$ cat config.mk
export PLATFORM = sky130hd
export DESIGN_NAME = tdm_mux_16x1
export DESIGN_NICKNAME = d
export VERILOG_FILES = /design/src/rtl/tdm_mux_16x1.sv
export SDC_FILE = /design/constraint.sdc
export NUM_CORES = 1
export LEC_CHECK = 0
export ABC_AREA = 1
export BUFFER_PORTS_ARGS = -buffer_cell sky130_fd_sc_hd__buf_2
export CELL_PAD_IN_SITES_DETAIL_PLACEMENT = 1
export CELL_PAD_IN_SITES_GLOBAL_PLACEMENT = 1
export CORE_AREA = 2 2 75 77
export DETAILED_ROUTE_END_ITERATION = 8
export DIE_AREA = 0 0 77 79
export PLACE_DENSITY_LB_ADDON = 0.05
export SYNTH_ARGS = -nofsm -noshare
export SYNTH_HDL_FRONTEND = slang
export SYNTH_SLANG_ARGS = --single-unit
$ cat constraint.sdc
create_clock -name clk -period 1.5 [get_ports clk]
set_input_delay 0.225 -clock clk [delete_from_list [all_inputs] [get_ports clk]]
set_output_delay 0.225 -clock clk [all_outputs]
set_load 0.01 [all_outputs]
$ cat src/rtl/tdm_mux_16x1.sv
// tdm_mux_16x1: sixteen-channel time-division serializer.
// Accepts one 16-bit word per frame over valid/ready, then shifts it out one
// channel per clock on y with the matching channel index on s. The index drives
// the select of the downstream 1x16 demux.
// Optional feature macro: TDM_MUX_PARITY_EN appends a 17th, even-parity slot.
module tdm_mux_16x1 #(
  parameter int unsigned GAP = 0  // idle cycles after each frame's final slot (0..15)
) (
  input  logic        clk,
  input  logic        rst,
  input  logic [15:0] d,
  input  logic        in_valid,
  output logic        in_ready,
  output logic        y,
  output logic [3:0]  s,
  output logic        y_valid,
  output logic        frame_start,
  output logic        par_slot
);

`ifdef TDM_MUX_PARITY_EN
  localparam bit PARITY_EN = 1'b1;
`else
  localparam bit PARITY_EN = 1'b0;
`endif

  localparam logic [4:0] PAR_SLOT  = 5'd16;
  localparam logic [4:0] LAST_SLOT = PARITY_EN ? PAR_SLOT : 5'd15;
  localparam bit         HAS_GAP   = (GAP > 0);
  // The gap counter counts down to zero, so it is loaded with GAP-1.
  localparam logic [3:0] GAP_LOAD  = HAS_GAP ? 4'(GAP - 1) : 4'd0;

  typedef enum logic [1:0] {
    ST_IDLE,
    ST_SEND,
    ST_GAP
  } state_t;

  state_t      state_q, state_d;
  logic [4:0]  slot_q, slot_d;    // slot currently on the outputs
  logic [15:0] frame_q, frame_d;
  logic [3:0]  gap_q, gap_d;
  logic        accept;

  logic        y_q, y_d;
  logic [3:0]  s_q, s_d;
  logic        y_valid_q, y_valid_d;
  logic        frame_start_q, frame_start_d;

  // Ready is a pure function of state: idle, or the final slot when frames may abut.
  always_comb begin
    in_ready = 1'b0;
    if (state_q == ST_IDLE) begin
      in_ready = 1'b1;
    end else if (state_q == ST_SEND && slot_q == LAST_SLOT && !HAS_GAP) begin
      in_ready = 1'b1;
    end
  end

  assign accept = in_valid & in_ready;

  // Next-state logic: sequence the slots, then gap or idle, or reload on accept.
  always_comb begin
    // NOTE: every signal assigned here gets a default first, so no path leaves
    // one unassigned and no latch is inferred.
    state_d = state_q;
    slot_d  = slot_q;
    frame_d = frame_q;
    gap_d   = gap_q;
    unique case (state_q)
      ST_IDLE: begin
        if (accept) begin
          state_d = ST_SEND;
          slot_d  = 5'd0;
          frame_d = d;
        end
      end
      ST_SEND: begin
        if (slot_q != LAST_SLOT) begin
          slot_d = slot_q + 5'd1;
        end else if (accept) begin
          slot_d  = 5'd0;
          frame_d = d;
        end else if (HAS_GAP) begin
          state_d = ST_GAP;
          slot_d  = 5'd0;
          gap_d   = GAP_LOAD;
        end else begin
          state_d = ST_IDLE;
          slot_d  = 5'd0;
        end
      end
      ST_GAP: begin
        if (gap_q == 4'd0) begin
          state_d = ST_IDLE;
        end else begin
          gap_d = gap_q - 4'd1;
        end
      end
      default: state_d = ST_IDLE;
    endcase
  end

  // Output decode for the slot being loaded, so the outputs register with the state.
  always_comb begin
    y_d           = 1'b0;
    s_d           = 4'd0;
    y_valid_d     = 1'b0;
    frame_start_d = 1'b0;
    if (state_d == ST_SEND) begin
      y_valid_d     = 1'b1;
      frame_start_d = (slot_d == 5'd0);
      if (PARITY_EN && slot_d == PAR_SLOT) begin
        y_d = ^frame_d;
        s_d = 4'hF;
      end else begin
        y_d = frame_d[slot_d[3:0]];
        s_d = slot_d[3:0];
      end
    end
  end

  // State, frame register and registered outputs; reset clears all of them at once.
  always_ff @(posedge clk or posedge rst) begin
    if (rst) begin
      state_q       <= ST_IDLE;
      slot_q        <= 5'd0;
      frame_q       <= 16'd0;
      gap_q         <= 4'd0;
      y_q           <= 1'b0;
      s_q           <= 4'd0;
      y_valid_q     <= 1'b0;
      frame_start_q <= 1'b0;
    end else begin
      // NOTE: non-blocking assignments make every register sample the same
      // pre-edge values, whatever order these statements are written in.
      state_q       <= state_d;
      slot_q        <= slot_d;
      frame_q       <= frame_d;
      gap_q         <= gap_d;
      y_q           <= y_d;
      s_q           <= s_d;
      y_valid_q     <= y_valid_d;
      frame_start_q <= frame_start_d;
    end
  end

  assign y           = y_q;
  assign s           = s_q;
  assign y_valid     = y_valid_q;
  assign frame_start = frame_start_q;

`ifdef TDM_MUX_PARITY_EN
  logic par_slot_q, par_slot_d;

  // Parity-slot flag for the slot being loaded.
  always_comb begin
    par_slot_d = (state_d == ST_SEND) && (slot_d == PAR_SLOT);
  end

  // Registered parity-slot flag, cleared with the other outputs.
  always_ff @(posedge clk or posedge rst) begin
    if (rst) begin
      par_slot_q <= 1'b0;
    end else begin
      par_slot_q <= par_slot_d;
    end
  end

  assign par_slot = par_slot_q;
`else
  assign par_slot = 1'b0;
`endif

endmodule
==> results of run 1 <==
-- power breakdown --
part | internal [mW] | total (mW) | switching [mW]
logic | 1.70 | 3.62 | 1.91
registers | 1.26 | 1.41 | 0.150
clock network | 0.371 | 0.713 | 0.343
-- worst max-delay path: cells and delay by family (launching register included) --
| kind | cells | cell delay (ps) |
|---|---|---|
| flip-flops | 1 | 400 |
| AND/OR/NAND/NOR | 10 | 810 |
| adder cells (fa/ha/maj) | 1 | 170 |
| buffers and inverters | 2 | 280 |
-- registers in the layout, summed over array words and instances (netlist names) --
| name | flops |
|---|---|
| gap_q | 4 |
| slot_q | 5 |
| frame_start | 1 |
| y_valid | 1 |
| y | 1 |
| state_q | 2 |
| s | 4 |
| frame_q | 16 |
-- final timing paths --
path / from / end / slack, ps / cells past startpoint
max: slot_q[1] / y / -240 / 13
min: rst / slot_q[3] / 30 / 3
max reg2reg: slot_q[1] / y / -240 / 13
min reg2reg: frame_q[6] / frame_q[6] / 480 / 2
max in group asynchronous: rst / state_q[1] / 1120 / 3
min in group clk: d[6] / frame_q[6] / 220 / 3
-- cell type report --
| cell class | count | share of cell area (%) |
|---|---|---|
| clock buffers | 7 | 3.22 |
| repair buffers | 68 | 19.2 |
| flip-flops and latches | 34 | 31.9 |
| well taps | 72 | 3.36 |
| inverters | 38 | 5.89 |
| clock inverters | 1 | 0.187 |
| multi-input cells | 130 | 36.3 |
-- metal layers --
metal	track usage, %	wire, um	vias to the layer above
met3	3.98	190	8
met1	22.3	2260	766
met2	31.8	2750	25
met4	5.00	84	0
met5	0	0	-
li1	-	-	790
-- repair_timing --
action | 4_1_cts | 5_1_grt
hold buffers | 0 | 0
setup endpoints to repair | 5 | 7
buffers inserted | 7 | 4
pin swaps | 13 | 22
resized for setup | 36 | 32
gates cloned | 1 | 0
-- placed cells by master, fill, tap and decap left out, types with 2 or more instances in the layout --
cell type   n
inv_1      34
dfrtp_1    32
buf_4      31
buf_2      25
nand3_1    22
nand2_1    15
nand2_4    14
nand3b_1   13
and2_1     13
nand3_2     9
buf_6       9
nand2_2     7
nor2_1      6
clkbuf_8    6
nor2_4      5
nand4_1     3
o21ai_0     3
a21oi_1     3
nand2_8     2
o21ai_2     2
buf_12      2
dfrtp_2     2
-- cell families (layout without fill, tap and decap cells) --
kind of cell | count (synthesis) | after routing | share of synthesized area (%)
buf+inv | 43 | 114 | 11.4
flops | 34 | 34 | 47.2
other cells | 1 | 1 | 0.208
fa+ha+maj | 2 | 2 | 1.39
xor+xnor | 3 | 3 | 1.46
simple gates | 114 | 115 | 35.6
compound gates | 9 | 9 | 2.70
-- metrics by stage --
| stage | setup WS (ps) | power (mW) | cells | util [%] |
|---|---|---|---|---|
| after detailed placement | -248 | 4.10 | 330 | 41.8 |
| final | -240 | 5.74 | 350 | 50.2 |
| after CTS | -210 | 5.36 | 346 | 47.3 |
| after floorplan | -67.1 | 3.04 | 206 | - |
| after global routing | -349 | 6.22 | 350 | 50.2 |
| after global placement | -155 | 4.02 | 330 | 41.8 |
==> flow_metrics.env, run 1 <==
export IMPL_synth_top_area_share_pct=47.2
export IMPL_synth_area_leaders="dfrtp_1 47%, nand3_1 8.6%, inv_1 7.1%"
export IMPL_peakVddDrop_v=0.000842
export IMPL_first_pass_iters=4
export IMPL_post_route_period_util_pct=116
export IMPL_wl_per_cell_um=15.1
export IMPL_nNetsFinal=298
export IMPL_via_count=1589
export IMPL_grt_pass1_wl_mm=8.47
export IMPL_synth_cells=206
export IMPL_post_route_cell_area_um2=2680
export IMPL_avgSynthCellArea_um2=8.76
export IMPL_critPathSlowestCell="dfrtp_1"
export IMPL_start_util_pct=33.8
export IMPL_cts_buffers_inserted=5
export IMPL_row_count=27
export IMPL_synth_edff_count=0
export IMPL_synth_common_cells="34 x dfrtp_1, 34 x inv_1, 31 x nand2_1, 31 x nand3_1, 14 x and2_1"
export IMPL_final_hold_viol_count=0
export IMPL_worstPathMaxFanout=8
export IMPL_whs_ps=29.8
export IMPL_htree_num_levels=2
export IMPL_ys_seq_area_share_pct=47.2
export IMPL_synthDistinctLibCells=30
export IMPL_dpl_cell_area_um2=2230
export IMPL_core_area_um2=5340
export IMPL_violations="negative setup slack"
export IMPL_io_pins=28
export IMPL_viasPerCell=4.54
export IMPL_tritoncts="built"
export IMPL_ys_seq_elements=34
export IMPL_ant_nets=0
export IMPL_port_buffers=26
export IMPL_max_stage_delay_ps=400
export IMPL_async_flop_share_pct=100
export IMPL_clkSinkCount=34
export IMPL_gp_congestion=0.792
export IMPL_gr_total_overflow=0
export IMPL_end_kind="flip-flop"
export IMPL_fin_crit_ps=1740
export IMPL_finClkSkew_ps=7.27
export IMPL_hold_class="input pin to async pin"
export IMPL_required_ps=1720
export IMPL_synthToLayoutAreaGrowth_pct=48.5
export IMPL_register_area_um2=853
export IMPL_status="finished with violations"
export IMPL_pwr_density_cell_nw_per_um2=2140
export IMPL_antenna_found_initial=0
export IMPL_critical_path_class="flip-flop to flip-flop"
export IMPL_final_setup_tns_ps=-578
export IMPL_synth_top_cell_by_area="dfrtp_1"
export IMPL_die_w_um=77
export IMPL_n_antenna_cell=0
export IMPL_yosysWarningCount=0
export IMPL_die_h_um=79
export IMPL_rsz0062_at_grt="yes"
export IMPL_mappedNetlistArea_um2=1800
export IMPL_clk_path_buf_depth=2
export IMPL_place_hpwl_mm=3.67
export IMPL_clock_latency_ps=290
export IMPL_fillCellCount=665
export IMPL_worstPathArrival_ps=1960
export IMPL_max_freq_ghz=0.575
export IMPL_cap_violations=0
export IMPL_path_cells="ha_4 > nand4_4 > nand2_4 > buf_6 > nand2_8 > buf_8 > nand2_1 > nand3_2 > nand3_1 > nand3_1 > nand3_1 > nand2_1 > nor2_1"
export IMPL_multi_input_area_um2=972
export IMPL_grt_max_degree=35
export IMPL_cts_root_buf="clkbuf_8"
export IMPL_grt_pass1_vias=1740
export IMPL_setup_violations=5
export IMPL_dieArea_um2=6080
export IMPL_cts_clk_slew_worst_paths_ps=80
export IMPL_wl_mm=5.29
export IMPL_synth_fp_nets=227
export IMPL_path_common_cell="nand3_1"
export IMPL_track_usage_pct=18.0
export IMPL_setup_ws_ps=-240
export IMPL_drt_iter0_markers=33
export IMPL_drive_gt1_share_pct=45.7
export IMPL_drcViolationCount=0
export IMPL_synth_ff_type="dfrtp_1"
export IMPL_p_leak_nw=1.35
export IMPL_drv_slew=0
export IMPL_crit_path_start_kind="flip-flop"
No activity file was read; power rests on OpenSTA's default activity.
==> run 2: changes to the inputs <==
--- a/config.mk
+++ b/config.mk
@@ -9,9 +9,9 @@
 export BUFFER_PORTS_ARGS = -buffer_cell sky130_fd_sc_hd__buf_2
 export CELL_PAD_IN_SITES_DETAIL_PLACEMENT = 1
 export CELL_PAD_IN_SITES_GLOBAL_PLACEMENT = 1
-export CORE_AREA = 2 2 75 77
+export CORE_AREA = 2 2 72 74
 export DETAILED_ROUTE_END_ITERATION = 8
-export DIE_AREA = 0 0 77 79
+export DIE_AREA = 0 0 74 76
 export PLACE_DENSITY_LB_ADDON = 0.05
 export SYNTH_ARGS = -nofsm -noshare
 export SYNTH_HDL_FRONTEND = slang
==> run 2 against run 1 <==
Net effect: the flow still finishes with violations (negative setup slack); total power is 5.8% lower; hold slack better by 8.0 ps; fmax is 2.1% lower; register-to-register slack better by 30 ps; largest power group unchanged.
==> flow_metrics.env, run 2 (synthesized netlist as in run 1, its figures left out) <==
export IMPL_cap_violations=0
export IMPL_start_util_pct=36.7
export IMPL_clkPwrFrac_pct=12.7
export IMPL_wl_mm=5.02
export IMPL_p_seq_share_pct=25.9
export IMPL_n_antenna_cell=0
export IMPL_top_regs="frame_q x16, slot_q x5"
export IMPL_row_count=26
export IMPL_p_sw_mw=2.22
export IMPL_gr_total_overflow=0
export IMPL_worst_r2r_setup_slack_ps=-210
export IMPL_dpl_cell_area_um2=2240
export IMPL_post_route_period_util_pct=118
export IMPL_die_w_um=74
export IMPL_grt_pass1_wl_mm=8.56
export IMPL_path_common_cell="buf_6"
export IMPL_mostFrequentLayoutCell="buf_4"
export IMPL_peakVddDrop_v=0.000713
export IMPL_grt_pass1_vias=1811
export IMPL_pwr_density_cell_nw_per_um2=2100
export IMPL_setup_ws_ps=-276
export IMPL_post_route_cell_area_um2=2580
export IMPL_via_count=1620
export IMPL_drv_slew=0
export IMPL_htree_num_levels=2
export IMPL_clock_latency_ps=280
export IMPL_die_h_um=76
export IMPL_crit_path_start_kind="flip-flop"
export IMPL_place_hpwl_mm=3.53
export IMPL_worst_r2r_endpoint="y"
export IMPL_crit_buf_inv=4
export IMPL_swShare_pct=41.1
export IMPL_cts_root_buf="clkbuf_8"
export IMPL_setup_violations=4
export IMPL_tritoncts="built"
export IMPL_path_cells="ha_4 > nand4_4 > nand2_4 > buf_6 > inv_4 > buf_6 > nor2_4 > buf_6"
export IMPL_first_pass_iters=4
export IMPL_clkSinkCount=34
export IMPL_cts_buffers_inserted=5
export IMPL_layout_common_cells="33 x buf_4, 32 x dfrtp_1, 30 x inv_1, 26 x nand2_1, 25 x buf_2"
export IMPL_gp_congestion=0.777
export IMPL_status="finished with violations"
export IMPL_finClkSkew_ps=6.81
export IMPL_drt_iter0_markers=32
export IMPL_post_route_util_pct=52.5
export IMPL_combPwrFrac_pct=61.4
export IMPL_synthToLayoutAreaGrowth_pct=42.9
export IMPL_largest_reg_flops=16
export IMPL_timing_rr_start="slot_q[1]"
export IMPL_final_hold_viol_count=0
export IMPL_p_leak_nw=1.32
export IMPL_dp_cells=329
export IMPL_wl_per_cell_um=14.5
export IMPL_viasPerCell=4.67
export IMPL_cp_startpoint="slot_q[1]"
export IMPL_track_usage_pct=19.9
export IMPL_worstPathMaxFanout=4
export IMPL_fin_crit_ps=1780
export IMPL_violations="negative setup slack"
export IMPL_drcViolationCount=0
export IMPL_antenna_found_initial=0
export IMPL_required_ps=1270
export IMPL_final_cells=347
export IMPL_critical_path_class="flip-flop to output pin"
export IMPL_ant_nets=0
export IMPL_whs_ps=37.8
export IMPL_critPathTopFamily="flip-flops"
export IMPL_clk_path_buf_depth=2
export IMPL_endpoint="in_ready"
export IMPL_critPathSlowestCell="dfrtp_1"
export IMPL_io_pins=28
export IMPL_ctsHoldBuffers=0
export IMPL_nNetsFinal=298
export IMPL_internal_power_mw=3.19
export IMPL_dieArea_um2=5620
export IMPL_drive_gt1_share_pct=42.2
export IMPL_worstPathArrival_ps=1550
export IMPL_largest_register="frame_q"
export IMPL_rsz0062_at_grt="yes"
export IMPL_end_kind="output pin"
export IMPL_cp_depth=8
export IMPL_place_ws_ps=-198
export IMPL_max_stage_delay_ps=400
export IMPL_core_area_um2=4910
export IMPL_port_buffers=26
export IMPL_grt_max_degree=35
export IMPL_hold_class="input pin to async pin"
export IMPL_max_freq_ghz=0.563
export IMPL_r2r_cells=13
export IMPL_cts_clk_slew_worst_paths_ps=70
run 2: cell count changes in the layout (fill, tap and decap cells not counted), sizes merged:
cell,change
buf,+1
nand2,-1
clkinv,-1
run 2: worst register-to-register path, cell delays in order (launching register included):
cell and delay (ps):
dfrtp_1 400, ha_4 170, nand4_4 90, nand2_4 160, nand2_8 90, buf_6 150, nand2_2 50, nand2_1 70
nand2_1 60, nand3_1 60, nand2_1 80, nor2_1 50, nor2_1 110, nor2_1 60
run 2: timing repair:
item | CTS | global route
endpoints found under the setup margin | 3 | 8
pin swaps | 6 | 9
gates resized for setup | 18 | 27
cloned | 1 | 0
setup buffers | 7 | 3
run 2: metrics by stage:
stage / total power [mW] / setup TNS [ps]
after global routing: 5.87 / -1260
after CTS: 5.18 / -571
after global placement: 4.02 / -260
after detailed placement: 4.11 / -361
final: 5.41 / -683
after floorplan: 3.04 / -67.1
run 2: how the worst min path moves through the flow:
stage               cells after the start           to  startpoint  slack, ps
CTS                                     3  frame_q[11]         rst         60
global placement                        3         s[1]         rst        340
floorplan                               1   frame_q[0]         rst        370
finish                                  3   frame_q[1]         rst         40
detailed placement                      3     gap_q[1]         rst        370
global route                            3   frame_q[8]         rst         90
run 2: metal layers:
layer,vias to the layer above,global-route usage (%),part of all wire [%]
li1,784,-,-
met1,798,23.9,42
met2,27,35.0,53
met3,11,3.70,3.0
met4,0,6.55,2.2
met5,-,0,0
run 2: cell type report:
class | instances | area (um^2)
multi-input cells | 129 | 875
clock buffers | 7 | 86.3
fillers | 582 | 2330
flip-flops and latches | 34 | 853
repair buffers | 69 | 526
well taps | 70 | 87.6
inverters | 38 | 150
run 2: power by group through the flow:
| stage | combinational, mW | clock (mW) | sequential [mW] |
|---|---|---|---|
| after CTS | 3.07 | 0.705 | 1.40 |
| after floorplan | 1.58 | 0 | 1.46 |
| after global routing | 3.68 | 0.751 | 1.44 |
| after detailed placement | 2.69 | 0 | 1.43 |
| after global placement | 2.61 | 0 | 1.41 |
| final | 3.32 | 0.685 | 1.40 |
==> run 3: changes to the inputs <==
--- a/config.mk
+++ b/config.mk
@@ -10,6 +10,7 @@
 export CELL_PAD_IN_SITES_DETAIL_PLACEMENT = 1
 export CELL_PAD_IN_SITES_GLOBAL_PLACEMENT = 1
 export CORE_AREA = 2 2 72 74
+export CTS_BUF_LIST = sky130_fd_sc_hd__clkbuf_16
 export DETAILED_ROUTE_END_ITERATION = 8
 export DIE_AREA = 0 0 74 76
 export PLACE_DENSITY_LB_ADDON = 0.05
==> run 3 against run 2 <==
Net effect: combinational power down 2%; highest routed layer unchanged; final cell count fell by 0.29%; flip-flop and latch count did not move; die area unchanged; fmax down 1.7%; sequential share of layout area fell by 0.096 points; via count increased by 0.31%; global-route usage up 0.82 points; core utilization up 0.15 points; the flow still finishes with violations (negative setup slack); critical path type unchanged; critical path depth unchanged.
==> flow_metrics.env, run 3 (synthesized netlist as in run 1, its figures left out) <==
export IMPL_path_cells="ha_4 > nand4_4 > nand2_4 > buf_6 > inv_4 > buf_6 > nor2_2 > buf_2"
export IMPL_first_pass_iters=4
export IMPL_largest_reg_flops=16
export IMPL_wl_mm=5.27
export IMPL_grt_pass1_wl_mm=8.81
export IMPL_final_hold_viol_count=0
export IMPL_io_pins=28
export IMPL_drive_gt1_share_pct=37.0
export IMPL_drv_slew=0
export IMPL_clkSinkCount=34
export IMPL_pwr_density_cell_nw_per_um2=2170
export IMPL_rsz0062_at_grt="yes"
export IMPL_final_setup_tns_ps=-638
export IMPL_track_usage_pct=20.7
export IMPL_clk_path_buf_depth=2
export IMPL_cts_buffers_inserted=5
export IMPL_htree_num_levels=2
export IMPL_end_kind="output pin"
export IMPL_die_h_um=76
export IMPL_setup_violations=4
export IMPL_port_buffers=26
export IMPL_place_hpwl_mm=3.53
export IMPL_register_area_um2=853
export IMPL_crit_path_start_kind="flip-flop"
export IMPL_wl_per_cell_um=15.2
export IMPL_path_common_cell="buf_6"
export IMPL_cts_clk_slew_worst_paths_ps=50
export IMPL_core_area_um2=4910
export IMPL_max_stage_delay_ps=390
export IMPL_multi_input_area_um2=852
export IMPL_critPathSlowestCell="dfrtp_1"
export IMPL_dieArea_um2=5620
export IMPL_gp_congestion=0.777
export IMPL_largest_register="frame_q"
export IMPL_drt_iter0_markers=23
export IMPL_finClkSkew_ps=1.98
export IMPL_die_w_um=74
export IMPL_fillCellCount=586
export IMPL_worstPathMaxFanout=4
export IMPL_row_count=26
export IMPL_peakVddDrop_v=0.000857
export IMPL_post_route_period_util_pct=120
export IMPL_ant_nets=0
export IMPL_gr_total_overflow=0
export IMPL_post_route_util_pct=52.6
export IMPL_fin_crit_ps=1810
export IMPL_setup_ws_ps=-307
export IMPL_max_freq_ghz=0.553
export IMPL_critical_path_class="flip-flop to output pin"
export IMPL_top_regs="frame_q x16, slot_q x5"
export IMPL_status="finished with violations"
export IMPL_layout_common_cells="33 x inv_1, 33 x buf_4, 32 x dfrtp_1, 30 x nand2_1, 30 x nand3_1"
export IMPL_tritoncts="built"
export IMPL_synthToLayoutAreaGrowth_pct=43.3
export IMPL_p_leak_nw=1.33
export IMPL_clock_latency_ps=270
export IMPL_worstPathArrival_ps=1580
export IMPL_start_util_pct=36.7
export IMPL_via_count=1625
export IMPL_grt_max_degree=35
export IMPL_hold_class="input pin to async pin"
export IMPL_antenna_found_initial=0
export IMPL_place_ws_ps=-198
export IMPL_cap_violations=0
export IMPL_drcViolationCount=0
export IMPL_grt_pass1_vias=1834
export IMPL_required_ps=1270
export IMPL_viasPerCell=4.70
export IMPL_cts_root_buf="clkbuf_16"
export IMPL_violations="negative setup slack"
export IMPL_nNetsFinal=297
export IMPL_n_antenna_cell=0
[run 3: cell types whose count changed in the layout (fill, tap and decap cells not counted), sizes merged]
| cell | before | now |
|---|---|---|
| buf | 69 | 67 |
| clkbuf | 7 | 5 |
| clkinv | 0 | 1 |
| inv | 38 | 39 |
| nand2 | 37 | 38 |
[run 3: report_power, final]
group | internal (mW) | switching, mW
clock | 0.593 | 0.353
sequential | 1.27 | 0.136
combinational | 1.50 | 1.77
total | 3.36 | 2.26
[run 3: per-layer routing]
| layer | share of wire, % | global-route usage, % | wire [um] |
|---|---|---|---|
| met3 | 2.4 | 4.10 | 127 |
| met2 | 54 | 35.4 | 2820 |
| met1 | 43 | 26.1 | 2240 |
| met5 | 0 | 0 | 0 |
| met4 | 1.4 | 6.18 | 76 |
[run 3: timing repair]
action | 4_1_cts | 5_1_grt
pin swaps | 7 | 9
cloned | 2 | 0
setup endpoints to repair | 4 | 6
hold buffers | 0 | 0
resized for setup | 16 | 13
buffers inserted | 6 | 2
[run 3: path summary, 6_finish.rpt]
path / start / endpoint / slack (ps) / depth (start not counted)
setup / recovery: slot_q[1] / in_ready / -310 / 8
hold / removal: rst / frame_q[1] / 50 / 3
setup reg to reg: slot_q[0] / y / -210 / 12
hold reg to reg: gap_q[3] / gap_q[3] / 470 / 1
max in group asynchronous: rst / slot_q[0] / 1100 / 3
min in group clk: d[6] / frame_q[6] / 230 / 3
[run 3: cell type report]
class / count / share of cell area (%)
clock buffer: 5 / 4.84
clock inverter: 2 / 0.290
inverter: 38 / 6.10
multi-input combinational: 130 / 33.0
sequential: 34 / 33.0
tap: 70 / 3.39
timing repair buffer: 67 / 19.4
[run 3: worst max-delay path: cells and delay by family, from the launching register on]
family	cells	cell delay [ps]
adders and majority gates	1	170
DFF	1	390
and+or+nand+nor	3	330
buffers and inverters	4	390
[run 3: metrics by stage]
stage	power [mW]	instances	hold slack [ps]	instance area [um^2]
2_1_floorplan	3.04	206	367	1830
3_3_place_gp	4.02	329	344	2240
3_5_place_dp	4.11	329	365	2240
4_1_cts	5.50	344	71.0	2520
5_1_grt	6.07	346	101	2580
6_report	5.62	346	48.2	2580
